$ cat config.mk
export PLATFORM = sky130hd
export DESIGN_NAME = stream_serializer
export DESIGN_NICKNAME = d
export VERILOG_FILES = /design/src/rtl/serializer_pkg.sv /design/src/rtl/serializer_shifter.sv /design/src/rtl/stream_serializer.sv
export SDC_FILE = /design/constraint.sdc
export NUM_CORES = 1
export LEC_CHECK = 0
export ABC_AREA = 1
export CORE_ASPECT_RATIO = 1.4
export CORE_MARGIN = 8
export CORE_UTILIZATION = 35
export DETAILED_ROUTE_END_ITERATION = 8
export PLACE_DENSITY = 0.61
export SYNTH_ARGS = -nofsm -noshare
export SYNTH_HDL_FRONTEND = slang
export SYNTH_SLANG_ARGS = --single-unit
export TNS_END_PERCENT = 100
$ cat constraint.sdc
create_clock -name clk -period 2.16 [get_ports clk]
set_input_delay 0.432 -clock clk [delete_from_list [all_inputs] [get_ports clk]]
set_output_delay 0.432 -clock clk [all_outputs]
set_load 0.01 [all_outputs]
$ cat src/rtl/serializer_pkg.sv
// Shared types and helpers for the serializer family (serializer and the future deserializer).
package serializer_pkg;

  typedef enum logic {
    SER_LSB_FIRST = 1'b0,
    SER_MSB_FIRST = 1'b1
  } ser_order_e;

  // Limits a requested beat count to the number of beats a word actually holds.
  function automatic int clamp_len(input int len, input int beats);
    return (len > beats) ? beats : len;
  endfunction

endpackage

$ cat src/rtl/serializer_shifter.sv
// Shift register and beat counter that emit one OUTWIDTH slice of a loaded word per advance.
module serializer_shifter
  import serializer_pkg::*;
#(
  parameter int         INWIDTH  = 256,
  parameter int         OUTWIDTH = 8,
  parameter int         LENW     = 6,
  parameter ser_order_e ORDER    = SER_LSB_FIRST
) (
  input  logic                clk,
  input  logic                reset,
  input  logic                load,
  input  logic [INWIDTH-1:0]  load_data,
  input  logic [LENW-1:0]     load_len,
  input  logic                advance,
  output logic [OUTWIDTH-1:0] out_data,
  output logic                out_last,
  output logic                empty
);

  logic [INWIDTH-1:0] shift_reg;
  logic [LENW-1:0]    cnt;

  // A load always wins over an advance: it only happens when the word in flight is finished.
  always_ff @(posedge clk or negedge reset) begin
    if (!reset) begin
      shift_reg <= '0;
      cnt       <= '0;
    end else if (load) begin
      shift_reg <= load_data;
      cnt       <= load_len;
    end else if (advance) begin
      if (ORDER == SER_MSB_FIRST) begin
        shift_reg <= shift_reg << OUTWIDTH;
      end else begin
        shift_reg <= shift_reg >> OUTWIDTH;
      end
      cnt <= cnt - LENW'(1);
    end
  end

  generate
    if (ORDER == SER_MSB_FIRST) begin : g_msb
      assign out_data = shift_reg[INWIDTH-1 -: OUTWIDTH];
    end else begin : g_lsb
      assign out_data = shift_reg[OUTWIDTH-1:0];
    end
  endgenerate

  assign out_last = (cnt == LENW'(1));
  assign empty    = (cnt == '0);

endmodule

$ cat src/rtl/stream_serializer.sv
// Width-reducing stream serializer: a one-word pending buffer in front of the shifter keeps
// back-to-back words flowing without bubbles.
module stream_serializer
  import serializer_pkg::*;
#(
  parameter  int INWIDTH   = 256,
  parameter  int OUTWIDTH  = 8,
  parameter  int MSB_FIRST = 0,
  localparam int BEATS     = INWIDTH / OUTWIDTH,
  localparam int LENW      = $clog2(BEATS + 1)
) (
  input  logic                clk,
  input  logic                reset,
  input  logic [INWIDTH-1:0]  in_data,
  input  logic [LENW-1:0]     in_len,
  input  logic                in_valid,
  output logic                in_ready,
  output logic [OUTWIDTH-1:0] out_data,
  output logic                out_valid,
  input  logic                out_ready,
  output logic                out_last,
  output logic                busy
);

  localparam ser_order_e ORDER = (MSB_FIRST != 0) ? SER_MSB_FIRST : SER_LSB_FIRST;

  logic [INWIDTH-1:0] pend_data;
  logic [LENW-1:0]    pend_len;
  logic               pend_valid;

  logic               empty;
  logic               accept;
  logic               accept_word;
  logic [LENW-1:0]    eff_len;
  logic               out_fire;
  logic               last_fire;
  logic               shifter_free;
  logic               load;
  logic [INWIDTH-1:0] load_data;
  logic [LENW-1:0]    load_len;

  assign in_ready     = !pend_valid;
  assign accept       = in_valid && in_ready;
  assign eff_len      = LENW'(clamp_len(32'(in_len), BEATS));
  assign accept_word  = accept && (eff_len != '0);
  assign out_valid    = !empty;
  assign out_fire     = out_valid && out_ready;
  assign last_fire    = out_fire && out_last;
  assign shifter_free = empty || last_fire;

  // Pending word has priority for the shifter; a new word only goes straight in when nothing waits.
  assign load      = (last_fire && pend_valid) || (accept_word && shifter_free);
  assign load_data = pend_valid ? pend_data : in_data;
  assign load_len  = pend_valid ? pend_len  : eff_len;

  always_ff @(posedge clk or negedge reset) begin
    if (!reset) begin
      pend_data  <= '0;
      pend_len   <= '0;
      pend_valid <= 1'b0;
    end else begin
      if (last_fire && pend_valid) begin
        pend_valid <= 1'b0;
      end
      if (accept_word && !shifter_free) begin
        pend_data  <= in_data;
        pend_len   <= eff_len;
        pend_valid <= 1'b1;
      end
    end
  end

  serializer_shifter #(
    .INWIDTH (INWIDTH),
    .OUTWIDTH(OUTWIDTH),
    .LENW    (LENW),
    .ORDER   (ORDER)
  ) u_shifter (
    .clk      (clk),
    .reset    (reset),
    .load     (load),
    .load_data(load_data),
    .load_len (load_len),
    .advance  (out_fire),
    .out_data (out_data),
    .out_last (out_last),
    .empty    (empty)
  );

  assign busy = !empty || pend_valid;

endmodule

==> out/metrics.yaml, run 1 <==
yosys:
  avgSynthCellArea_um2: 7.50
  synth_area_um2: 26000
  synth_top_cell_area_share: 0.506
  synth_xor_xnor_area_share: 0.000337
  synth_simple_gate_area_frac: 0.259
  ys_warn_count: 0
  synth_compound_area_frac: 0.118
  syn_inst: 3465
  netlist_top_cells_count: "1092 x nand2_1, 525 x dfrtp_1, 524 x o21ai_0, 484 x nand3_1, 451 x inv_1"
  synth_top_family_by_area: "simple AND/OR/NAND/NOR gates"
  synthTopCellsByArea: "dfrtp_1 51%, nand2_1 16%, o21ai_0 10%"
  yosysSeqAreaShare: 0.506
  async_reset_ff_frac: 1.00
  syn_nets: 3733
  synthFlopType: "dfrtp_1"
  synth.mux.area_fraction: 0.00116
  synth.most_common_cell: "nand2_1"
  synth-seq-cells: 525
  yosys.area.top_type: "dfrtp_1"
  yosys.area_share.adder: 0.000963
  synth_cell_type_count: 25
  synth_edf_count: 0
worst_setup_path:
  setup.worst_path.class: "reg -> out"
  worstPathRequired_ns: 1.73
  crit_fanout: 3
  slowest_stage: "dfrtp_1"
  slowest_delay_ns: 0.40
  critPathCaptureType: "output port"
  cp-start-kind: "flip-flop"
  arrival_ns: 1.70
  crit_chain: "inv_2, ha_4, nor3b_4, nand3_2, buf_6"
die:
  die_width_um: 246
  start_util: 0.353
  die-area_um2: 83300
  num_rows: 118
  ios: 278
  die_h_um: 338
  fp.coreArea_um2: 73700
final_layout:
  final_util: 0.443
  finalInstanceArea_um2: 32600
  diodes: 0
  syn_to_final_growth_pct: 25.5
  drive_above_1_share: 0.0750
  fin_nets: 3984
clock_network:
  clkLatencyLatePin_ns: 0.60
  clk_pin_slew_ns: 0.06
  htree_num_levels: 2
  clock_path_buffers: 3
  root_buffer: "clkbuf_16"
  cts_buffers: 55
  clock-sinks: 525
  cts_tree: "done"
route:
  dr_total_vias: 22211
  firstDrtPassIters: 6
  wl_per_cell_um: 15.1
  routed_wirelength_um: 71100
  viasPerCell: 4.71
  drt_iter0_drc: 1556
  postRouteAntennaNets: 0
  drcViolationCount: 0
timing:
  slew_headroom: 0.642
  period_share: 0.987
  maxSlewViolCount: 0
  rsz0062_at_grt: "yes"
  finalHoldViolCount: 0
  fin_skew_ns: 0.0182
  hold_slack_ns: 0.370
  finalSetupViolations: 0
  min_period_ns: 2.13
  timing.fmax_mhz: 469
  worstMarginPinSlew_ns: 0.537
  timing.setup.tns_ns: 0
place:
  port_buffers: 277
  post-dp-hpwl_um: 50500
  place_area_um2: 30600
  place.gp.congestion: 0.791
global_routing:
  grt_pass1_wl_um: 115000
  grt.total_usage: 0.166
  grt_max_degree: 146
  grt_pass1_vias: 21499
  antenna_found_initial: 0
  grt_overflow_total: 0
pwr:
  switching_share: 0.343
  p_comb_frac: 0.305
  internal-power_mw: 24.4
  clkPwrFrac: 0.262
  p_switching_mw: 12.7
  powerDensity_nw_per_um2: 1140
  irDropWorstVdd_mv: 0.623
  pwr-share-seq: 0.433
  leakagePower_nw: 17.0
min_path:
  min_path_type: "in -> async"
job:
  cap_violations: 0
status:
  status: "finished, final reports clean"
repair_timing:
| action | CTS | global route |
|---|---|---|
| resized for setup | 23 | 49 |
| pin swaps | 4 | 3 |
| buffers inserted | 5 | 7 |
| endpoints found under the hold margin | 28 | 0 |
| hold buffers | 1 | 0 |
| setup endpoints to repair | 4 | 186 |
| cloned | 0 | 2 |
kinds of logic (layout without fill, tap and decap cells):
kind of cell,after synthesis,count (layout)
buffers and inverters,706,999
AND/OR/NAND/NOR,1613,1613
multiplexers,3,3
flip-flops,525,525
XOR/XNOR,1,1
AO/OA/AOI/OAI,615,615
adder cells (fa/ha/maj),2,2
power by group through the flow:
stage | sequential [mW] | clock [mW] | combinational [mW]
after floorplan | 15.5 | 0 | 7.88
after global placement | 16.1 | 0 | 11.0
after detailed placement | 16.2 | 0 | 11.3
after CTS | 16.0 | 10.0 | 11.4
after global routing | 16.5 | 10.4 | 13.2
final | 16.1 | 9.74 | 11.3
critical path: cells and delay by family, from the launching register on:
family	cells	cell delay, ns
flip-flops	1	0.40
AND/OR/NAND/NOR	2	0.34
buffers and inverters	2	0.24
adder cells (fa/ha/maj)	1	0.13
cells in the final DEF (no fill, tap or decap), drive strengths merged:
master,synthesis,layout
o21ai,613,613
nand3,486,486
clkinv,0,11
xnor2,1,1
nor3b,1,1
or2,1,1
nand2,1095,1095
ha,2,2
clkdlybuf4s50,0,272
inv,453,455
dlygate4sd2,0,1
bufinv,0,4
a21oi,2,2
nand4,1,1
clkinvlp,0,1
buf,196,171
nor2,28,28
dlygate4sd3,0,1
dfrtp,525,525
nand3b,1,1
mux2i,3,3
clkbuf,57,83
final timing paths:
kind | start | end | slack (ns) | cells after the start
worst max register to register | u_shifter.cnt[1]$_DFFE_PN0P_ | u_shifter.shift_reg[63]$_DFFE_PN0P_ | 0.08 | 12
worst max-delay path | u_shifter.cnt[0]$_DFFE_PN0P_ | busy | 0.03 | 5
worst min register to register | pend_data[24]$_DFFE_PN0P_ | pend_data[24]$_DFFE_PN0P_ | 0.48 | 2
max in group asynchronous | reset | u_shifter.shift_reg[202]$_DFFE_PN0P_ | 0.94 | 4
worst min-delay path | reset | u_shifter.shift_reg[60]$_DFFE_PN0P_ | 0.37 | 2
min in group clk | in_data[61] | pend_data[61]$_DFFE_PN0P_ | 0.39 | 3
through the flow:
| stage | total power, mW | setup slack, ns | std cells |
|---|---|---|---|
| after global placement | 27.1 | -0.136 | 4604 |
| after floorplan | 23.4 | 0.214 | 3465 |
| after detailed placement | 27.4 | -0.148 | 4604 |
| final | 37.1 | 0.0283 | 4718 |
| after global routing | 40.1 | -0.0544 | 4718 |
| after CTS | 37.5 | -0.0217 | 4709 |
metal layers:
| metal | GRT usage | routed length [um] | vias to the layer above | share of wire |
|---|---|---|---|---|
| li1 | - | - | 11427 | - |
| met4 | 0.0462 | 1750 | 0 | 0.025 |
| met1 | 0.212 | 30800 | 10248 | 0.43 |
| met2 | 0.287 | 35500 | 440 | 0.50 |
| met5 | 0 | 0 | - | 0 |
| met3 | 0.0275 | 3000 | 96 | 0.042 |
area by class of cell:
class | count | area [um2]
tap | 960 | 1200
clock buffer | 81 | 1630
clock inverter | 18 | 219
fill | 7298 | 41100
timing repair buffer | 447 | 4770
multi-input combinational | 2234 | 9950
inverter | 453 | 1710
sequential | 525 | 13100
No activity file was read; power rests on OpenSTA's default activity.
==> run 2: changes to the inputs <==
--- a/config.mk
+++ b/config.mk
@@ -9,6 +9,7 @@
 export CORE_ASPECT_RATIO = 1.4
 export CORE_MARGIN = 8
 export CORE_UTILIZATION = 35
+export CTS_BUF_LIST = sky130_fd_sc_hd__clkbuf_16
 export DETAILED_ROUTE_END_ITERATION = 8
 export PLACE_DENSITY = 0.61
 export SYNTH_ARGS = -nofsm -noshare
==> out/metrics.yaml, run 2 (synthesized netlist as in run 1, its figures left out) <==
route:
  dr_total_vias: 22173
  viasPerCell: 4.70
  drcViolationCount: 0
  postRouteAntennaNets: 0
  routed_wirelength_um: 71000
  firstDrtPassIters: 5
  drt_iter0_drc: 1563
  wl_per_cell_um: 15.1
worst_setup_path:
  reg2reg_depth: 12
  slowest_delay_ns: 0.40
  slowest_stage: "dfrtp_1"
  crit_fanout: 3
  worstPathRequired_ns: 1.73
  cp-start-kind: "flip-flop"
  setup.worst_path.class: "reg -> out"
  arrival_ns: 1.70
  crit_chain: "inv_2, ha_4, nor3b_4, nand3_2, buf_6"
  critPathCaptureType: "output port"
timing:
  slew_headroom: 0.642
  worstMarginPinSlew_ns: 0.538
  rsz0062_at_grt: "yes"
  hold_slack_ns: 0.370
  min_period_ns: 2.13
  timing.setup.tns_ns: 0
  maxSlewViolCount: 0
  finalHoldViolCount: 0
  timing.fmax_mhz: 469
  fin_skew_ns: 0.0181
  finalSetupViolations: 0
  period_share: 0.988
global_routing:
  antenna_found_initial: 0
  grt.total_usage: 0.166
  grt_overflow_total: 0
  grt_pass1_vias: 21514
  grt_max_degree: 146
  grt_pass1_wl_um: 115000
pwr:
  irDropWorstVdd_mv: 0.587
  p_comb_frac: 0.309
  p_switching_mw: 12.7
  leakagePower_nw: 17.0
  internal-power_mw: 23.9
  clkPwrFrac: 0.252
  powerDensity_nw_per_um2: 1130
  pwr-share-seq: 0.439
  switching_share: 0.347
final_layout:
  multi_input_area_um2: 9950
  layout_common_cells: "1091 x nand2_1, 522 x dfrtp_1, 485 x o21ai_0"
  final_common_cell: "nand2_1"
  fillers: 7310
  fin_nets: 3984
  syn_to_final_growth_pct: 25.0
  diodes: 0
  seq_area_um2: 13100
  drive_above_1_share: 0.0716
die:
  fp.coreArea_um2: 73700
  die_width_um: 246
  die-area_um2: 83300
  ios: 278
  start_util: 0.353
  die_h_um: 338
  num_rows: 118
place:
  port_buffers: 277
  post-dp-hpwl_um: 50500
  place.gp.congestion: 0.791
clock_network:
  cts_tree: "done"
  clock_path_buffers: 3
  clkLatencyLatePin_ns: 0.60
  clk_pin_slew_ns: 0.06
  clock-sinks: 525
  cts_buffers: 55
  root_buffer: "clkbuf_16"
  htree_num_levels: 2
job:
  cap_violations: 0
status:
  status: "finished, final reports clean"
min_path:
  min_path_type: "in -> async"
[run 2: critical path, delay by kind of cell (launching register included)]
kind	cells	cell delay, ns
adders and majority gates	1	0.13
buffers and inverters	2	0.24
DFF	1	0.40
and+or+nand+nor	2	0.34
[run 2: final cells by class]
cell class,instances,area share
clock buffer,56,0.0431
clock inverter,43,0.00963
sequential,525,0.405
multi-input combinational,2234,0.306
tap,960,0.0370
inverter,453,0.0526
timing repair buffer,447,0.147
[run 2: metal layers]
layer / wire length [um] / track usage / part of all wire
met3: 3070 / 0.0280 / 0.043
met2: 35300 / 0.287 / 0.50
met5: 0 / 0 / 0
met1: 30900 / 0.212 / 0.43
met4: 1760 / 0.0466 / 0.025
[run 2: path summary, 6_finish.rpt]
| kind | from | endpoint | slack, ns |
|---|---|---|---|
| hold reg to reg | pend_data[24]$_DFFE_PN0P_ | pend_data[24]$_DFFE_PN0P_ | 0.48 |
| max in group asynchronous | reset | u_shifter.shift_reg[202]$_DFFE_PN0P_ | 0.94 |
| hold / removal | reset | u_shifter.shift_reg[60]$_DFFE_PN0P_ | 0.37 |
| min in group clk | in_data[61] | pend_data[61]$_DFFE_PN0P_ | 0.39 |
| setup / recovery | u_shifter.cnt[0]$_DFFE_PN0P_ | busy | 0.03 |
| setup reg to reg | u_shifter.cnt[1]$_DFFE_PN0P_ | u_shifter.shift_reg[63]$_DFFE_PN0P_ | 0.08 |
[run 2: power by group through the flow]
stage	Clock, mW	Combinational [mW]	Sequential [mW]
final	9.22	11.3	16.1
after global routing	9.87	13.2	16.5
after CTS	9.50	11.4	16.0
after detailed placement	0	11.3	16.2
after global placement	0	11.0	16.1
after floorplan	0	7.88	15.5
[run 2: repair_timing]
action | 4_1_cts | 5_1_grt
buffers inserted | 5 | 7
gates cloned | 0 | 2
hold buffers | 1 | 0
hold endpoints to repair | 28 | 0
pin swaps | 4 | 3
setup endpoints to repair | 4 | 185
gates resized for setup | 23 | 49
[run 2: metrics by stage]
step	power (mW)	setup slack (ns)	cells	util	area, um2
floorplan	23.4	0.214	3465	-	26000
global placement	27.1	-0.136	4604	0.415	30600
detailed placement	27.4	-0.148	4604	0.415	30600
CTS	37.0	-0.0217	4709	0.439	32300
global route	39.6	-0.0544	4718	0.441	32500
finish	36.6	0.0268	4718	0.441	32500
==> run 3: changes to the inputs <==
--- a/config.mk
+++ b/config.mk
@@ -6,12 +6,14 @@
 export NUM_CORES = 1
 export LEC_CHECK = 0
 export ABC_AREA = 1
+export CELL_PAD_IN_SITES_DETAIL_PLACEMENT = 1
+export CELL_PAD_IN_SITES_GLOBAL_PLACEMENT = 1
 export CORE_ASPECT_RATIO = 1.4
-export CORE_MARGIN = 8
+export CORE_MARGIN = 5
 export CORE_UTILIZATION = 35
 export CTS_BUF_LIST = sky130_fd_sc_hd__clkbuf_16
 export DETAILED_ROUTE_END_ITERATION = 8
-export PLACE_DENSITY = 0.61
+export PLACE_DENSITY = 0.76
 export SYNTH_ARGS = -nofsm -noshare
 export SYNTH_HDL_FRONTEND = slang
 export SYNTH_SLANG_ARGS = --single-unit
==> out/metrics.yaml, run 3 (synthesized netlist as in run 1, its figures left out) <==
clock_network:
  clock-sinks: 525
  cts_tree: "done"
  root_buffer: "clkbuf_16"
  clk_pin_slew_ns: 0.06
  clock_path_buffers: 3
  clkLatencyLatePin_ns: 0.63
  cts_buffers: 55
  htree_num_levels: 2
final_layout:
  layout_common_cells: "1090 x nand2_1, 520 x dfrtp_1, 515 x o21ai_0"
  fin_nets: 3985
  syn_to_final_growth_pct: 25.7
  drive_above_1_share: 0.0744
  final_common_cell: "nand2_1"
  final_util: 0.442
  fillers: 9041
  diodes: 0
  finalInstanceArea_um2: 32700
  layout.cells.non_filler: 4723
worst_setup_path:
  slowest_stage: "dfrtp_1"
  setup.worst_path.class: "reg -> out"
  critPathCaptureType: "output port"
  arrival_ns: 1.74
  slowest_delay_ns: 0.39
  crit_fanout: 2
  crit_chain: "inv_2, ha_4, nor3b_4, nand3_2, buf_6"
  worstPathRequired_ns: 1.73
  cp-start-kind: "flip-flop"
die:
  fp.coreArea_um2: 73800
  num_rows: 118
  die-area_um2: 79900
  die_width_um: 240
  start_util: 0.352
  ios: 278
  die_h_um: 332
timing:
  min_period_ns: 2.17
  worst_slack_ns: -0.00925
  fin_skew_ns: 0.0292
  maxSlewViolCount: 0
  slew_headroom: 0.617
  timing.setup.tns_ns: -0.00925
  finalHoldViolCount: 0
  hold_slack_ns: 0.375
  rsz0062_at_grt: "yes"
  timing.fmax_mhz: 461
  finalSetupViolations: 1
  period_share: 1.00
  worstMarginPinSlew_ns: 0.574
pwr:
  irDropWorstVdd_mv: 0.627
  powerDensity_nw_per_um2: 1150
  leakagePower_nw: 17.0
  p_total_mw: 37.5
route:
  drcViolationCount: 0
  wl_per_cell_um: 16.8
  postRouteAntennaNets: 0
  viasPerCell: 4.88
  routed_wirelength_um: 79300
  drt_iter0_drc: 1360
  firstDrtPassIters: 4
  dr_total_vias: 23051
place:
  post-dp-hpwl_um: 55100
  place_area_um2: 30600
  place.gp.congestion: 0.787
  placed_cells: 4601
  place_ws_ns: -0.177
  port_buffers: 277
global_routing:
  grt_pass1_vias: 23906
  grt.total_usage: 0.192
  grt_max_degree: 92
  grt_pass1_wl_um: 126000
  antenna_found_initial: 0
  grt_overflow_total: 0
job:
  cap_violations: 0
status:
  status: "complete, but fails checks"
  violations: "setup timing"
min_path:
  min_path_type: "in -> async"
-- run 3: changes by cell type in the layout (fill, tap and decap cells not counted), moves of 2 or more --
cell        delta
buf_16         +3
buf_4          -5
clkbuf_16      +2
clkinv_1       +2
clkinvlp_4     +3
dfrtp_1        -2
dfrtp_2        +2
inv_1          -2
nand2_2        +2
o21ai_0       +30
o21ai_1       -30
-- run 3: final timing paths --
check / cells past startpoint / start / to / slack (ns)
min: 2 / reset / pend_data[54]$_DFFE_PN0P_ / 0.37
min in group clk: 3 / in_data[134] / pend_data[134]$_DFFE_PN0P_ / 0.38
max: 5 / u_shifter.cnt[1]$_DFFE_PN0P_ / busy / -0.009
max reg2reg: 12 / u_shifter.cnt[1]$_DFFE_PN0P_ / u_shifter.shift_reg[143]$_DFFE_PN0P_ / 0.05
max in group asynchronous: 3 / reset / pend_data[141]$_DFFE_PN0P_ / 0.90
min reg2reg: 2 / pend_data[246]$_DFFE_PN0P_ / pend_data[246]$_DFFE_PN0P_ / 0.48
-- run 3: final cells by class --
class | count | area [um2] | share of cell area
Multi-Input combinational cell | 2235 | 9960 | 0.305
Timing Repair Buffer | 447 | 4880 | 0.149
Clock buffer | 56 | 1400 | 0.0429
Tap cell | 960 | 1200 | 0.0368
Sequential cell | 525 | 13100 | 0.403
Inverter | 453 | 1710 | 0.0525
Clock inverter | 47 | 348 | 0.0107
-- run 3: report_power, final --
group	switching (mW)	leakage (nW)	internal (mW)	total, mW
combinational	7.10	9.35	4.90	12.0
sequential	2.23	6.78	13.9	16.1
clock	4.19	0.886	5.19	9.38
total	13.5	17.0	24.0	37.5
-- run 3: timing repair --
item	in CTS	in global routing
gates resized for setup	30	22
setup buffers	8	6
hold buffers	1	0
cloned	0	5
setup endpoints to repair	4	283
endpoints found under the hold margin	31	0
pin swaps	6	3
-- run 3: per-layer routing --
layer	global-route usage	routed length, um
met4	0.0594	2350
met2	0.345	40800
met1	0.241	33700
met3	0.0237	2500
met5	0	0
-- run 3: worst max-delay path, delay by kind of cell, from the launching register on --
kind	cells	cell delay, ns
AND/OR/NAND/NOR	2	0.36
flip-flops	1	0.39
buffers and inverters	2	0.25
adder cells (fa/ha/maj)	1	0.13
